===== config.mk =====
export PLATFORM = sky130hd
export DESIGN_NAME = crc16_t
export DESIGN_NICKNAME = d
export VERILOG_FILES = /design/src/rtl/crc16_t.sv
export SDC_FILE = /design/constraint.sdc
export NUM_CORES = 1
export LEC_CHECK = 0
export CAP_MARGIN = 10
export CORE_MARGIN = 2
export CORE_UTILIZATION = 58
export CTS_CLUSTER_SIZE = 25
export DETAILED_ROUTE_END_ITERATION = 16
export GPL_TIMING_DRIVEN = 0
export HOLD_SLACK_MARGIN = 0.1
export PLACE_DENSITY = 0.84
export SLEW_MARGIN = 10
export SYNTH_ARGS = -nofsm -noshare
export SYNTH_HDL_FRONTEND = slang
export SYNTH_SLANG_ARGS = --single-unit

===== constraint.sdc =====
create_clock -name i_clk -period 6.01 [get_ports i_clk]
set_input_delay 1.803 -clock i_clk [delete_from_list [all_inputs] [get_ports i_clk]]
set_output_delay 1.803 -clock i_clk [all_outputs]
set_load 0.005 [all_outputs]

===== src/rtl/crc16_t.sv =====
// Forwards link-layer bytes to the PHY through one output register (1-cycle latency), appending USB CRC16 to DATA packets.
// Backpressure: accepts only when the output register is empty or draining; input is held off while CRC bytes go out.
module crc16_t (
    input  logic       i_clk,
    input  logic       i_rst,
    input  logic       i_tx_data_on,
    output logic       o_tx_sop_en,
    output logic       o_tx_lt_eop_en,
    input  logic       i_tx_lt_sop,
    input  logic       i_tx_lt_eop,
    input  logic       i_tx_lt_valid,
    output logic       o_tx_lt_ready,
    input  logic [7:0] i_tx_lt_data,
    output logic       o_tx_sop,
    output logic       o_tx_eop,
    output logic       o_tx_valid,
    input  logic       i_tx_ready,
    output logic [7:0] o_tx_data
);

    localparam logic [2:0] S_IDLE   = 3'd0;
    localparam logic [2:0] S_DATA   = 3'd1;
    localparam logic [2:0] S_PASS   = 3'd2;
    localparam logic [2:0] S_CRC_LO = 3'd3;
    localparam logic [2:0] S_CRC_HI = 3'd4;

    logic [2:0]  r_state;
    logic [15:0] r_crc;
    logic        r_valid;
    logic        r_sop;
    logic        r_eop;
    logic [7:0]  r_data;

    logic w_out_free;
    logic w_in_state;
    logic w_lt_ready;
    logic w_acc;
    logic w_oacc;
    logic w_is_data_pid;

    // Reflected CRC-16 (0xA001), LSB first, one whole byte per call.
    function automatic logic [15:0] f_crc16_byte(input logic [15:0] crc, input logic [7:0] data);
        logic [15:0] c;
        c = crc ^ {8'h00, data};
        for (int k = 0; k < 8; k++) begin
            c = c[0] ? ((c >> 1) ^ 16'hA001) : (c >> 1);
        end
        return c;
    endfunction

    assign w_out_free    = ~r_valid | i_tx_ready;
    assign w_in_state    = (r_state == S_IDLE) | (r_state == S_DATA) | (r_state == S_PASS);
    assign w_lt_ready    = ~i_rst & i_tx_data_on & w_in_state & w_out_free;
    assign w_acc         = i_tx_lt_valid & w_lt_ready;
    assign w_oacc        = r_valid & i_tx_ready;
    assign w_is_data_pid = (i_tx_lt_data[1:0] == 2'b11);

    assign o_tx_lt_ready  = w_lt_ready;
    assign o_tx_sop_en    = w_acc & i_tx_lt_sop & (r_state == S_IDLE);
    assign o_tx_lt_eop_en = ~i_rst & w_oacc & r_eop;
    assign o_tx_valid     = r_valid;
    assign o_tx_sop       = r_sop;
    assign o_tx_eop       = r_eop;
    assign o_tx_data      = r_data;

    always_ff @(posedge i_clk) begin
        if (i_rst) begin
            r_state <= S_IDLE;
            r_crc   <= 16'hFFFF;
            r_valid <= 1'b0;
            r_sop   <= 1'b0;
            r_eop   <= 1'b0;
            r_data  <= 8'h00;
        end else if (!i_tx_data_on && (r_state != S_IDLE)) begin
            // Abort: drop whatever is in flight without ever showing an EOP.
            r_state <= S_IDLE;
            r_valid <= 1'b0;
            r_sop   <= 1'b0;
            r_eop   <= 1'b0;
        end else begin
            if (w_oacc) begin
                r_valid <= 1'b0;
            end
            case (r_state)
                S_IDLE: begin
                    if (w_acc && i_tx_lt_sop) begin
                        r_valid <= 1'b1;
                        r_sop   <= 1'b1;
                        r_data  <= i_tx_lt_data;
                        if (w_is_data_pid) begin
                            r_crc   <= 16'hFFFF;
                            r_eop   <= 1'b0;
                            r_state <= i_tx_lt_eop ? S_CRC_LO : S_DATA;
                        end else begin
                            r_eop   <= i_tx_lt_eop;
                            r_state <= i_tx_lt_eop ? S_IDLE : S_PASS;
                        end
                    end
                end
                S_DATA: begin
                    if (w_acc) begin
                        r_valid <= 1'b1;
                        r_sop   <= 1'b0;
                        r_eop   <= 1'b0;
                        r_data  <= i_tx_lt_data;
                        r_crc   <= f_crc16_byte(r_crc, i_tx_lt_data);
                        if (i_tx_lt_eop) begin
                            r_state <= S_CRC_LO;
                        end
                    end
                end
                S_PASS: begin
                    if (w_acc) begin
                        r_valid <= 1'b1;
                        r_sop   <= 1'b0;
                        r_eop   <= i_tx_lt_eop;
                        r_data  <= i_tx_lt_data;
                        if (i_tx_lt_eop) begin
                            r_state <= S_IDLE;
                        end
                    end
                end
                S_CRC_LO: begin
                    if (w_out_free) begin
                        r_valid <= 1'b1;
                        r_sop   <= 1'b0;
                        r_eop   <= 1'b0;
                        r_data  <= ~r_crc[7:0];
                        r_state <= S_CRC_HI;
                    end
                end
                S_CRC_HI: begin
                    if (w_out_free) begin
                        r_valid <= 1'b1;
                        r_sop   <= 1'b0;
                        r_eop   <= 1'b1;
                        r_data  <= ~r_crc[15:8];
                        r_state <= S_IDLE;
                    end
                end
                default: r_state <= S_IDLE;
            endcase
        end
    end

endmodule


==> impl_metrics.yaml, run 1 <==
run_status:
  status: "complete, no violations"
yosys:
  ys.flop_type: "dfxtp_1"
  ys_warn_count: 0
  synth-seq-area-share_pct: 31.87
  synth_most_common_cell: "dfxtp_1"
  synth.distinct_cells: 39
  syn_nets: 259
  synth_common_cells: "dfxtp_1, a21oi_1, nor2_1"
  synth-seq-cells: 30
  syn_avg_cell_area_sq_um: 7.754
  synth_edf_count: 0
  synth_top_area_cell: "dfxtp_1"
  synth_area_sq_um: 1884
  synth_async_sr_flop_share_pct: 0
  netlist_top_cells_area: "dfxtp_1, a21oi_1, xnor2_1"
  postSynthCellCount: 243
  synth_top_area_share_pct: 31.87
sta:
  min_period_over_period_pct: 90.17
  finalHoldViolCount: 0
  relSlewSlack_pct: 66.15
  tightest_slew_ns: 0.5036
  fmax_mhz: 184.5
  fin_crit_ns: 5.419
  setup_viol: 0
  setup_tns_ns: 0
  final-max-slew-violation-count: 0
  rsz0062_at_grt: "no"
  fin_skew_ns: 0.01183
finish:
  final_cells: 320
  fin_area_sq_um: 2250
  drive_gt1_share_pct: 8.696
  syn_to_final_growth_pct: 19.39
  antenna_cells: 0
  fin_util_pct: 73.09
  fin_nets: 291
routing:
  drt_iter0_markers: 138
  first_pass_iters: 4
  via_per_inst: 5.647
  vias: 1807
  wl_per_cell_um: 14.07
  final_antenna_net_count: 0
  routed_wl_mm: 4.501
  drc_errors: 0
floorplanning:
  std_cell_rows: 20
  io_pins: 29
  die_area_sq_um: 3721
  start_util_pct: 61.22
  die_w_um: 61
  die_y_um: 61
  core_area_sq_um: 3078
critical_path:
  worstSetupEndpointType: "output port"
  critPathArrivalTime_ns: 3.62
  required_ns: 4.21
  reg2reg_depth: 8
  cp_max_fo: 6
  rrSetupSlack_ns: 4.05
  reg2reg_from: "r_state[0]"
  start_kind: "primary input"
  reg2reg_to: "o_tx_data[3]"
  path_class: "in2out"
clock_network:
  tritoncts: "done"
  cts_max_level: 2
  post_cts_buffers: 0
  cts_buffers: 5
  insertion_delay_ns: 0.34
  clk_pin_slew_ns: 0.08
  cts_root_buffer: "clkbuf_4"
  clock_tree.buffer_depth: 2
  cts.sinks: 30
  post_cts_resized: 0
  cts-hold-fix-buffers: 0
grt:
  grtUsageTotal_pct: 27.19
  grt_pass1_vias: 1632
  grt_overflow: 0
  grt_first_pass_wirelength_mm: 7.445
  grt_max_degree: 11
  grt_antenna_before_repair: 0
worst_hold_path:
  hold_depth: 2
  hold_start: "o_tx_sop"
  min_delay_worst_endpoint: "o_tx_sop"
  worstHoldPathType: "reg2reg"
power_and_ir_drop:
  leakage_nw: 0.7982
  p_per_area_nw_per_um2: 176.0
  power_mw: 0.3960
  ir_drop_mv: 0.1636
placement:
  gp_congestion: 0.8470
  dp.cells: 312
  placed_area_sq_um: 2190
  io_buffers: 25
  dp.final_hpwl_mm: 3.326
run:
  cap_violations: 0
-- registers in the layout, indices dropped and copies added, names as in the netlist --
signal / flops
o_tx_data: 8
o_tx_eop: 1
o_tx_sop: 1
o_tx_valid: 1
r_crc: 16
r_state: 3
-- how the worst max path moves through the flow --
stage | from | end | slack (ns) | cells past startpoint
2_1_floorplan | i_rst | o_tx_sop_en | 1.58 | 4
3_3_place_gp | i_tx_data_on | o_tx_sop_en | 0.64 | 5
3_5_place_dp | i_tx_data_on | o_tx_sop_en | 0.64 | 5
4_1_cts | i_tx_data_on | o_tx_sop_en | 0.62 | 5
5_1_grt | i_tx_data_on | o_tx_sop_en | 0.48 | 5
6_report | i_tx_data_on | o_tx_sop_en | 0.59 | 5
-- cell families after synthesis --
| logic type | share of synthesized area, % |
|---|---|
| buffers and inverters | 5.578 |
| xor gates and xnor gates | 11.75 |
| adders and majority gates | 0.6639 |
| and+or+nand+nor | 24.77 |
| AOI/OAI and AO/OA | 25.37 |
| DFF | 31.87 |
-- critical path, stage by stage --
cell and delay, ns:
clkdlybuf4s50_1 0.54, nand3b_1 0.24, nor2_1 0.27, and4b_1 0.25
clkdlybuf4s50_1 0.51
-- layout by cell type, fill, tap and decap left out, types with 2 or more instances in the layout --
| master | instances |
|---|---|
| buf_6 | 2 |
| a21oi_1 | 25 |
| dfxtp_1 | 30 |
| o21ai_1 | 9 |
| and4b_1 | 2 |
| xnor2_1 | 14 |
| xnor2_2 | 3 |
| o21ai_0 | 17 |
| nor3_1 | 8 |
| o21bai_1 | 6 |
| xor2_1 | 3 |
| a31oi_1 | 3 |
| clkdlybuf4s50_1 | 25 |
| clkbuf_4 | 5 |
| o22ai_1 | 3 |
| nand3_1 | 8 |
| nand3b_1 | 10 |
| a22oi_1 | 8 |
| nand2_1 | 21 |
| or2_1 | 2 |
| buf_2 | 6 |
| nor2_1 | 23 |
| clkbuf_1 | 12 |
| nand2b_1 | 12 |
-- metrics by stage --
stage | setup WS (ns) | hold slack (ns)
after detailed placement | 0.6363 | 0.4800
after floorplan | 1.582 | 0.4673
after global routing | 0.4778 | 0.5346
final | 0.5908 | 0.4953
after global placement | 0.6381 | 0.4649
after CTS | 0.6220 | 0.5002
-- routing by layer --
layer  GRT usage [%]  share of wire, %  vias to the layer above
li1                -                 -                      921
met1           37.63                48                      812
met2           41.63                43                       67
met3           4.691               7.1                        7
met4           11.80               1.5                        0
met5               0                 0                        -
-- cell type report --
class / count / area, sq um
multi-input cells: 192 / 1179
plain buffers: 20 / 101.3
well taps: 44 / 55.05
clock inverters: 1 / 5.005
inverters: 1 / 3.754
flip-flops and latches: 30 / 600.6
clock buffers: 7 / 55.05
repair buffers: 25 / 250.2
fillers: 265 / 828.3
-- where the power goes --
part / internal (mW) / switching (mW) / leakage [nW]
combinational: 0.0336 / 0.0332 / 0.520
sequential: 0.200 / 0.000511 / 0.242
clock: 0.0566 / 0.0723 / 0.0353
Note: power is estimated with default switching activity, not from simulation.
==> run 2, diff against run 1 <==
GPL_ROUTABILITY_DRIVEN = 0   (was not set)
==> results of run 2 <==
The final DEF is identical to that of run 1; final timing and power are the same.
